--- src/rtl/trig_enc_pkg.sv ---
// Shared trigger codeword table and helpers; the on-chip output decoder reuses
// the same table so both ends agree on which 16-bit words are triggers.
package trig_enc_pkg;

   localparam logic [15:0] IDLE_WORD_DEF = 16'hAAAA;

   // Index is the 4-bit trigger window value P; P=0 means "no trigger" and has no entry.
   localparam logic [15:0] TRIG_CODE_TABLE [1:15] = '{
      16'hAAA2, 16'hAAA4, 16'hAAA8,
      16'hAA1A, 16'hAA2A, 16'hAA4A, 16'hAA8A,
      16'hA1AA, 16'hA2AA, 16'hA4AA, 16'hA8AA,
      16'h1AAA, 16'h2AAA, 16'h4AAA, 16'h8AAA
   };

   function automatic logic [15:0] encode_trig(input logic [3:0] pat);
      logic [15:0] word;
      if (pat == 4'd0) begin
         word = 16'h0000;
      end else begin
         word = TRIG_CODE_TABLE[pat];
      end
      return word;
   endfunction

   function automatic logic is_trig_word(input logic [15:0] word);
      logic hit;
      hit = 1'b0;
      for (int i = 1; i <= 15; i++) begin
         hit = hit | (word == TRIG_CODE_TABLE[i]);
      end
      return hit;
   endfunction

endpackage

--- src/rtl/trig_cmd_fifo.sv ---
// Synchronous command FIFO with registered empty/full flags and an occupancy count.
// full_next exposes the flag value that will be registered on the coming edge.
module trig_cmd_fifo #(
   parameter int W  = 16,
   parameter int AW = 3
) (
   input  logic          clk,
   input  logic          rst_n,
   input  logic          push,
   input  logic [W-1:0]  wdata,
   input  logic          pop,
   output logic [W-1:0]  rdata,
   output logic          empty,
   output logic          full,
   output logic          full_next,
   output logic [AW:0]   level
);

   localparam logic [AW:0] FULL_LEVEL = {1'b1, {AW{1'b0}}};

   logic [W-1:0]  mem_q [1 << AW];
   logic [AW-1:0] wr_ptr_q, wr_ptr_d;
   logic [AW-1:0] rd_ptr_q, rd_ptr_d;
   logic [AW:0]   level_q, level_d;
   logic          empty_q, empty_d;
   logic          full_q, full_d;
   logic          do_push_s, do_pop_s;

   assign do_push_s = push & ~full_q;
   assign do_pop_s  = pop & ~empty_q;

   // Pointer and occupancy update; a simultaneous push and pop leaves the level unchanged.
   always_comb begin
      wr_ptr_d = wr_ptr_q;
      rd_ptr_d = rd_ptr_q;
      level_d  = level_q;
      if (do_push_s) begin
         wr_ptr_d = wr_ptr_q + AW'(1);
      end else begin
         wr_ptr_d = wr_ptr_q;
      end
      if (do_pop_s) begin
         rd_ptr_d = rd_ptr_q + AW'(1);
      end else begin
         rd_ptr_d = rd_ptr_q;
      end
      case ({do_push_s, do_pop_s})
         2'b10:   level_d = level_q + (AW+1)'(1);
         2'b01:   level_d = level_q - (AW+1)'(1);
         default: level_d = level_q;
      endcase
      empty_d = (level_d == {(AW+1){1'b0}});
      full_d  = (level_d == FULL_LEVEL);
   end

   // Control state with asynchronous reset.
   always_ff @(posedge clk or negedge rst_n) begin
      if (!rst_n) begin
         wr_ptr_q <= {AW{1'b0}};
         rd_ptr_q <= {AW{1'b0}};
         level_q  <= {(AW+1){1'b0}};
         empty_q  <= 1'b1;
         full_q   <= 1'b0;
      end else begin
         wr_ptr_q <= wr_ptr_d;
         rd_ptr_q <= rd_ptr_d;
         level_q  <= level_d;
         empty_q  <= empty_d;
         full_q   <= full_d;
      end
   end

   // Storage array; contents are don't-care while empty, so no reset.
   always_ff @(posedge clk) begin
      if (do_push_s) begin
         mem_q[wr_ptr_q] <= wdata;
      end
   end

   assign rdata     = mem_q[rd_ptr_q];
   assign empty     = empty_q;
   assign full      = full_q;
   assign full_next = full_d;
   assign level     = level_q;

endmodule

--- src/rtl/trigger_encoder.sv ---
// Merges a 4-bit-windowed trigger bitstream and queued host commands into framed 16-bit words.
// Optional TRIGGER_ENCODER_IDLE_WORD_EN: empty frames emit IDLE_WORD so every frame strobes.
module trigger_encoder
   import trig_enc_pkg::*;
#(
   parameter int          CMD_FIFO_AW = 3,
   parameter logic [15:0] IDLE_WORD   = IDLE_WORD_DEF
) (
   input  logic                   clk40,
   input  logic                   rst_n,
   input  logic                   trig_in,
   input  logic [15:0]            cmd_data,
   input  logic                   cmd_valid,
   output logic                   cmd_ready,
   output logic                   cmd_illegal,
   output logic [15:0]            word_out,
   output logic                   word_valid,
   output logic                   frame_start,
   output logic [CMD_FIFO_AW:0]   fifo_level
);

   logic [1:0]  phase_q, phase_d;
   logic [2:0]  sr_q, sr_d;
   logic [15:0] word_out_q, word_out_d;
   logic        word_valid_q, word_valid_d;
   logic        frame_start_q, frame_start_d;
   logic        cmd_ready_q, cmd_ready_d;
   logic        cmd_illegal_q, cmd_illegal_d;

   logic [3:0]  pat_s;
   logic        cmd_fire_s, cmd_bad_s, push_s, pop_s;
   logic [15:0] fifo_head_s;
   logic        fifo_empty_s, fifo_full_s, fifo_full_next_s;

   assign pat_s      = {sr_q, trig_in};
   assign cmd_fire_s = cmd_valid & cmd_ready_q;
   assign cmd_bad_s  = cmd_fire_s & is_trig_word(cmd_data);
   assign push_s     = cmd_fire_s & ~cmd_bad_s & ~fifo_full_s;

   trig_cmd_fifo #(
      .W  (16),
      .AW (CMD_FIFO_AW)
   ) u_fifo (
      .clk       (clk40),
      .rst_n     (rst_n),
      .push      (push_s),
      .wdata     (cmd_data),
      .pop       (pop_s),
      .rdata     (fifo_head_s),
      .empty     (fifo_empty_s),
      .full      (fifo_full_s),
      .full_next (fifo_full_next_s),
      .level     (fifo_level)
   );

   // Frame slot decision at the last phase: trigger first, then a queued command, else idle.
   always_comb begin
      word_out_d   = word_out_q;
      word_valid_d = 1'b0;
      pop_s        = 1'b0;
      if (phase_q == 2'd3) begin
         if (pat_s != 4'd0) begin
            word_out_d   = encode_trig(pat_s);
            word_valid_d = 1'b1;
         end else if (!fifo_empty_s) begin
            word_out_d   = fifo_head_s;
            word_valid_d = 1'b1;
            pop_s        = 1'b1;
         end else begin
`ifdef TRIGGER_ENCODER_IDLE_WORD_EN
            word_out_d   = IDLE_WORD;
            word_valid_d = 1'b1;
`else
            word_out_d   = word_out_q;
            word_valid_d = 1'b0;
`endif
         end
      end else begin
         word_valid_d = 1'b0;
      end
   end

   // Framing counter, trigger shift register and command-side handshake flags.
   always_comb begin
      phase_d       = phase_q + 2'd1;
      sr_d          = {sr_q[1:0], trig_in};
      frame_start_d = (phase_d == 2'd0);
      cmd_illegal_d = cmd_bad_s;
   end

   // Ready follows the occupancy the FIFO will hold after this edge, so it stays low for a full cycle.
   assign cmd_ready_d = ~fifo_full_next_s;

   // All output and framing registers; reset discards any partial trigger window.
   always_ff @(posedge clk40 or negedge rst_n) begin
      if (!rst_n) begin
         phase_q       <= 2'd0;
         sr_q          <= 3'd0;
         word_out_q    <= 16'h0000;
         word_valid_q  <= 1'b0;
         frame_start_q <= 1'b1;
         cmd_ready_q   <= 1'b0;
         cmd_illegal_q <= 1'b0;
      end else begin
         phase_q       <= phase_d;
         sr_q          <= sr_d;
         word_out_q    <= word_out_d;
         word_valid_q  <= word_valid_d;
         frame_start_q <= frame_start_d;
         cmd_ready_q   <= cmd_ready_d;
         cmd_illegal_q <= cmd_illegal_d;
      end
   end

   assign word_out    = word_out_q;
   assign word_valid  = word_valid_q;
   assign frame_start = frame_start_q;
   assign cmd_ready   = cmd_ready_q;
   assign cmd_illegal = cmd_illegal_q;

endmodule

--- config.mk ---
export PLATFORM = sky130hd
export DESIGN_NAME = trigger_encoder
export DESIGN_NICKNAME = d
export VERILOG_FILES = /design/src/rtl/trig_enc_pkg.sv /design/src/rtl/trig_cmd_fifo.sv /design/src/rtl/trigger_encoder.sv
export SDC_FILE = /design/constraint.sdc
export NUM_CORES = 1
export LEC_CHECK = 0
export BUFFER_PORTS_ARGS = -buffer_cell sky130_fd_sc_hd__buf_4
export CAP_MARGIN = 20
export CORE_MARGIN = 5
export CORE_UTILIZATION = 65
export CTS_CLUSTER_DIAMETER = 200
export CTS_CLUSTER_SIZE = 10
export DETAILED_ROUTE_END_ITERATION = 12
export PLACE_DENSITY = 0.95
export SLEW_MARGIN = 15
export SYNTH_ARGS = -nofsm -noshare
export SYNTH_HDL_FRONTEND = slang
export SYNTH_SLANG_ARGS = --single-unit
--- constraint.sdc ---
create_clock -name clk40 -period 8 [get_ports clk40]
set_input_delay 1.6 -clock clk40 [delete_from_list [all_inputs] [get_ports clk40]]
set_output_delay 1.6 -clock clk40 [all_outputs]
set_load 0.02 [all_outputs]
# Word-level counts from Yosys, hierarchy flattened

Memories as Yosys holds them, arrays and structs flattened.
Index checks and enable logic that the tools add are counted.

Output and inout port bits: 24
Bits in latches: 0
Flip-flop bits (word level): 37
Memory bits (writable): 128
Logic and storage cells: 83
Input port bits: 20
Bits in read-only memories: 256
Memories: 2

Order comparisons: 1
Reductions and logical operators: 5
Multipliers: 0
Equality and inequality tests: 20
Add/subtract/negate cells: 5
Bitwise logic cells: 25
Shift-type cells: 0
Muxes and demuxes: 13
Divide/modulo/power cells: 0

Memory list:

| memory           | words | bits a word | rd ports | clocked after Yosys merged registers in | wr ports | RTL line            | text |
|---|---|---|---|---|---|---|---|
| (name not given) | 16    | 16          | 1        | 0                                       | 0        | trig_enc_pkg.sv:20  | `word = TRIG_CODE_TABLE[pat];` |
| u_fifo.mem_q     | 8     | 16          | 1        | 0                                       | 1        | trig_cmd_fifo.sv:21 | `logic [W-1:0] mem_q [1 << AW];` |

Operators with widths:

| kind                   | number |
|---|---|
| $eq A16 B16 Y1 const B | 12 |
| $mux W16               | 5 |
| $eq A16 B13 Y1 const B | 1 |
| $eq A16 B14 Y1 const B | 1 |
| $eq A16 B15 Y1 const B | 1 |
| $or A1 B1 Y1           | 14 |
| $logic_not A4 Y1       | 2 |
| $pmux W4 S2            | 1 |
| $mux W1                | 7 |
| $add A3 B1 Y3 const B  | 2 |
| $and A1 B1 Y1          | 6 |
| $ge A5 B5 Y1 const B   | 1 |
| $not A4 Y5             | 1 |
| $add A4 B1 Y4 const B  | 1 |
| $eq A2 B2 Y1 const B   | 2 |
| $eq A4 B4 Y1 const B   | 1 |
| $not A1 Y1             | 4 |
| $reduce_bool A4 Y1     | 1 |
| $sub A4 B1 Y4 const B  | 1 |
| $add A2 B1 Y2 const B  | 1 |
| $eq A2 B1 Y1 const B   | 1 |
| $logic_not A2 Y1       | 1 |
| $ne A2 B2 Y1 const B   | 1 |
| $reduce_and A2 Y1      | 1 |

# Logic depth before layout (Yosys ltp)

Word-level depth: 24
Depth in mapped cells: 13
Depth with buffers taken out: 13

# Modules after synthesis

From an unflattened synthesis, not the netlist that was laid out.

Cells, all modules: 399
Area, all modules: 6795.3 um^2

Modules (own cells, without submodules):

| module          | seq. area each (um^2) | instances | area each (um^2) | cells each |
|---|---|---|---|---|
| trig_cmd_fifo   | 4145.2                | 1         | 5496.5           | 259 |
| trigger_encoder | 626.9                 | 1         | 1298.7           | 140 |

# Worst setup path before layout

No wires, ideal clock.

Path kind: input port to flip-flop
From: input cmd_data[2]
To: memory u_fifo.mem_q[0][0], enable pin
Arrival time: 3730 ps
Required time: 7591 ps
Setup time: 409 ps
Path buffers: 0
Stages on the path: 6
Slack: 3860 ps
Cell sequence: nor3b_1 > o31ai_2 > o31ai_2 > a211oi_4 > nand2b_2 > nor3_1

Longest elaborated chain between the ends: 22
Elaborated cells on any way between the ends: 36
Classes of those cells: 15 x eq/ne; 2 x mux; 19 x bitwise

Ends and longest elaborated chain:

| what                              | RTL line              | text |
|---|---|---|
| from (decl)                       | trigger_encoder.sv:12 | `input logic [15:0] cmd_data,` |
| $eq A16 B16 Y1                    | trig_enc_pkg.sv:29    | `hit = hit \| (word == TRIG_CODE_TABLE[i]);` |
| $or A1 B1 Y1 (13 in series)       | trig_enc_pkg.sv:29    |  |
| $or A1 B1 Y1 (*)                  | trig_enc_pkg.sv:29    |  |
| $and A1 B1 Y1 (*)                 | trigger_encoder.sv:37 | `assign cmd_bad_s = cmd_fire_s & is_trig_word(cmd_data);` |
| $not A1 Y1 (*)                    | trigger_encoder.sv:38 | `assign push_s = cmd_fire_s & ~cmd_bad_s & ~fifo_full_s;` |
| $and A1 B1 Y1 (*) (2 in series)   | trigger_encoder.sv:38 |  |
| $and A1 B1 Y1 (*)                 | trig_cmd_fifo.sv:29   | `assign do_push_s = push & ~full_q;` |
| $mux W1 (*)                       | trig_cmd_fifo.sv:75   | `if (do_push_s) begin` |
| $mux W1 (not written as such) (*) | trig_cmd_fifo.sv:76   | `mem_q[wr_ptr_q] <= wdata;` |
| to (decl)                         | trig_cmd_fifo.sv:21   |  |

Mark *: on every way between the ends. The rest lies on a longest branch, timed or not.

# Worst setup path in the final report

From: input cmd_data[10]
To: register cmd_ready_q (netlist: cmd_ready)

Longest elaborated chain between the ends: 24
Elaborated cells on any way between the ends: 39
Classes of those cells: 18 x eq/ne; 1 x mux; 20 x bitwise

Ends and longest elaborated chain:

| what                                                | RTL line               | text |
|---|---|---|
| $eq A16 B16 Y1                                      | trig_enc_pkg.sv:29     |  |
| $or A1 B1 Y1 (13 in series)                         | trig_enc_pkg.sv:29     |  |
| $or A1 B1 Y1 (*)                                    | trig_enc_pkg.sv:29     |  |
| $and A1 B1 Y1 (*)                                   | trigger_encoder.sv:37  |  |
| $not A1 Y1 (*)                                      | trigger_encoder.sv:38  |  |
| $and A1 B1 Y1 (*) (2 in series)                     | trigger_encoder.sv:38  |  |
| $and A1 B1 Y1 (*)                                   | trig_cmd_fifo.sv:29    |  |
| $eq A2 B1 Y1 / $eq A2 B2 Y1 (equally long branches) | trig_cmd_fifo.sv:47    | `case ({do_push_s, do_pop_s})` |
| $pmux W4 S2 (*)                                     | trig_cmd_fifo.sv:47    |  |
| via u_fifo.level_d[2]                               | trig_cmd_fifo.sv:24    | `logic [AW:0] level_q, level_d;` |
| $eq A4 B4 Y1 (*)                                    | trig_cmd_fifo.sv:53    | `full_d = (level_d == FULL_LEVEL);` |
| $not A1 Y1 (*)                                      | trigger_encoder.sv:92  | `assign cmd_ready_d = ~fifo_full_next_s;` |
| via cmd_ready_d                                     | trigger_encoder.sv:27  | `logic cmd_ready_q, cmd_ready_d;` |
| to (signal assigned)                                | trigger_encoder.sv:110 | `cmd_ready_q <= cmd_ready_d;` |
| to (decl)                                           | trigger_encoder.sv:27  |  |

Mark *: on every way through the listed nets, which the timed path passes. The rest lies on a longest branch.
A chain may end at the register's enable or synchronous reset.

==> results.md <==
- Post-synthesis instance area: around 6800 um2
- RSZ-0062 raised after global routing: no
- Clock network latency to the later pin of the worst-skew pair: 0.54 ns
- Setup violation total in the final timing report: 0
- Sort of element at the start of the critical path: input port
- Clock tree from TritonCTS: done
- Transition time of the tightest slew-check pin: around 1.1 ns
- Part of the power in registers: 0.466
- Count of final hold-check violations: 0
- Diode count: 0
- Mean instance size in the synthesized netlist: 17.8 um2
- Initial detailed-routing violation count: 434
- Number of flip-flops and latches in the synthesized netlist: 165
- Number of antenna violations at the first check in global routing: 0
- FF-to-FF path depth: 10
- Number of maximum-capacitance violations: 0
- Clock skew: 0.0131 ns
- Count of TritonRoute iterations in the first routing pass: 5
- Share of flip-flops with an asynchronous set or reset after synthesis: 0.224
- Sw Ratio: 0.281
- Net switching power: 0.685 mW
- Final hold slack: 0.451 ns
- Most frequent cell on the critical path: sky130_fd_sc_hd__inv_1
- Net count after synthesis: 406
- Final critical delay including setup and external delays: 4.17 ns
- Post-Place Cells: approximately 540
- Most frequently used cell type in the post-synthesis netlist: sky130_fd_sc_hd__edfxtp_1
- WP data arrival: 4.58 ns
- Synth top area share: 0.568
- Primary FF master, synth: sky130_fd_sc_hd__edfxtp_1
- CP max stage delay: roughly 0.67 ns
- Global-route wire length before repair: 22.0 mm
- Clock slew at reported path FFs: 0.06 ns
- Wire per inst: 24.4 um
- Endpoint class of the critical path: flip-flop
- Fraction of power consumed by the clock network: 0.314
- Via count: around 3600
- Net total in the final layout: 454
- Post-Place Setup Slack: 3.51 ns
- Critical path's slowest cell: sky130_fd_sc_hd__nor3_1
- Worst Setup Path Type: in -> reg
- Number of CTS-inserted buffers: 17
- Vias in the first global route: between 3000 and 4000
- Area after detailed placement: 7210 um2
- RePlAce Congestion: 0.803
- Final core utilization: 0.761
- Endpoint of the most critical setup path: cmd_ready$_DFF_PN0_
- Count of unresolved DRC violations after routing: 0
- Vertical die dimension: roughly 110 um
- Synth Warn #: 0
- Worst slew margin relative to its limit: 0.255
- Sinks on Clock Net: 165
- Ratio of cells with drive above 1 in the final layout: 0.293
- Slack of the critical path: 3.83 ns
- Synth-to-layout area growth: 15.1%
- Final total negative setup slack: 0 ns
- CP cell instances: buf_4 -> nand4bb_1 -> nor3_1 -> a211oi_4 -> inv_1 -> ha_1 -> inv_1 -> fa_1 -> xor2_1 -> o21ai_0 -> or3_1 -> nand2b_1
- Final wirelength: ~14 mm
- Power Internal: 1.75 mW
- IR drop worst, VDD: between 0.15 and 0.2 mV
- Beginning of the worst register-to-register path: sr_q[1]$_DFF_PN0_
- CTS Hold Buffers Added: 0
- CTS H-tree lvls: 4
- Critical path data required time: 8.41 ns
- Post-synth EDFFs: 128
- Die extent in x: 112 um
- Count of buffers inserted at the top-level ports: 43
- Path type of the worst min-delay path: reg -> reg
- Total die area: 12500 um2
- Max Clock Freq: 240 MHz
- Clock tree root buffer cell: sky130_fd_sc_hd__clkbuf_8
- Remaining antenna violation count: 0
- Standard-cell rows: 37
- Pin count of the biggest net entering global routing: 38
- Result of the run: finished clean
- Crit-path max FO: 11
- Register area share after synthesis: 0.706
- Placeable Area: 10200 um2
- Final Max Slew Viols: 0
- Placed wire-length estimate: 8.20 mm
- Mean number of vias per cell: 6.32
- Source of the critical timing path: cmd_data[10]
- Post-CTS Repair Setup Buffers: 0
- Final Cell Area: 7780 um2
- Maximum root-to-sink buffer count: 2
- Initial standard-cell utilization of the core: 0.661
- Synthesized instance count: 379
- Overall power consumption: 2.43 mW
- Power share of the combinational group: 0.220
- End of the worst register-to-register path: cmd_ready$_DFF_PN0_
- Global route total overflow: 0
- Non-filler cells, final: 576
- Power per unit of standard cell area: 313 nW/um2
- Register-to-register setup slack: 4.79 ns
- Most common library cells after synthesis: 128 x sky130_fd_sc_hd__edfxtp_1, 35 x sky130_fd_sc_hd__dfrtp_1, 32 x sky130_fd_sc_hd__mux4_2
- Count of cell types in the netlist: between 50 and 60
- Part of the cycle the worst path needs: 0.521
- Top cell type by total area after synthesis: sky130_fd_sc_hd__edfxtp_1
- Number of top-level pins: 44
- Top post-synthesis cells by area: sky130_fd_sc_hd__edfxtp_1 57%, sky130_fd_sc_hd__dfrtp_1 13%, sky130_fd_sc_hd__mux4_2 11%
- GRT Resource Usage Total: 0.238
- Post-CTS sizing: 0
- Leakage power: 2.75 nW
[cells in the final DEF (no fill, tap or decap), types with 4 or more instances in the layout]
master / count
sky130_fd_sc_hd__mux4_2: 32
sky130_fd_sc_hd__edfxtp_1: 128
sky130_fd_sc_hd__o21ai_0: 5
sky130_fd_sc_hd__a211oi_1: 5
sky130_fd_sc_hd__clkbuf_1: 6
sky130_fd_sc_hd__dfrtp_1: 34
sky130_fd_sc_hd__clkbuf_16: 18
sky130_fd_sc_hd__mux2_2: 5
sky130_fd_sc_hd__inv_1: 7
sky130_fd_sc_hd__nand2_1: 23
sky130_fd_sc_hd__xnor2_1: 9
sky130_fd_sc_hd__nor3b_4: 4
sky130_fd_sc_hd__ha_1: 6
sky130_fd_sc_hd__xor2_1: 4
sky130_fd_sc_hd__nor2b_1: 5
sky130_fd_sc_hd__mux2i_1: 9
sky130_fd_sc_hd__buf_4: 46
sky130_fd_sc_hd__nor3_1: 8
sky130_fd_sc_hd__nor2_1: 14
sky130_fd_sc_hd__a21oi_1: 10
[cells by family (layout without fill, tap and decap cells)]
logic type,after synthesis,count (layout),synth area share
flops,165,165,0.706
simple gates,79,79,0.0659
mux,47,47,0.130
compound gates,43,43,0.0464
buf+inv,25,86,0.0213
xor+xnor,13,13,0.0168
fa+ha+maj,7,7,0.0141
[power groups by stage]
stage               Combinational (mW)  Sequential, mW  Clock [mW]
finish                           0.535            1.14       0.764
global route                     0.573            1.15       0.804
CTS                              0.534            1.13       0.766
detailed placement               0.525            1.15           0
global placement                 0.502            1.14           0
floorplan                        0.361            1.14           0
[cell type report]
cell class / count / area, um2
Clock inverter: 7 / 66.3
Timing Repair Buffer: 47 / 360
Sequential cell: 165 / 4770
Multi-Input combinational cell: 189 / 1900
Tap cell: 136 / 170
Fill cell: 528 / 2450
Clock buffer: 25 / 487
Inverter: 7 / 26.3
[worst max-delay path, delay by kind of cell]
kind	cells	cell delay, ns
AOI/OAI and AO/OA	2	0.38
buffers and inverters	3	0.35
adders and majority gates	2	0.59
and+or+nand+nor	4	1.50
xor gates and xnor gates	1	0.16
[state kept, by name, indices dropped and copies added (netlist names)]
signal,cells
frame_start,1
cmd_illegal,1
cmd_ready,1
u_fifo.wr_ptr_q,3
word_valid,1
sr_q,3
u_fifo.mem_q,128
u_fifo.full,1
u_fifo.level,4
word_out,16
u_fifo.rd_ptr_q,3
u_fifo.empty,1
phase_q,2
[per-layer routing]
layer  GRT usage  routed length [um]  vias up
met4      0.0970                 344        0
li1            -                   -     1586
met5           0                   0        -
met1       0.315                5550     1850
met3      0.0549                 989       29
met2       0.388                7150      176
[worst min-delay path by stage]
| stage | start | to | slack, ns | depth (start not counted) |
|---|---|---|---|---|
| after global placement | phase_q[0]$_DFF_PN0_ | phase_q[0]$_DFF_PN0_ | 0.41 | 1 |
| after detailed placement | phase_q[0]$_DFF_PN0_ | phase_q[0]$_DFF_PN0_ | 0.45 | 1 |
| final | phase_q[0]$_DFF_PN0_ | phase_q[0]$_DFF_PN0_ | 0.45 | 1 |
| after CTS | phase_q[0]$_DFF_PN0_ | phase_q[0]$_DFF_PN0_ | 0.46 | 1 |
| after floorplan | sr_q[1]$_DFF_PN0_ | sr_q[2]$_DFF_PN0_ | 0.40 | 0 |
| after global routing | phase_q[0]$_DFF_PN0_ | phase_q[0]$_DFF_PN0_ | 0.49 | 1 |
Power figures use the tool's default switching activity.
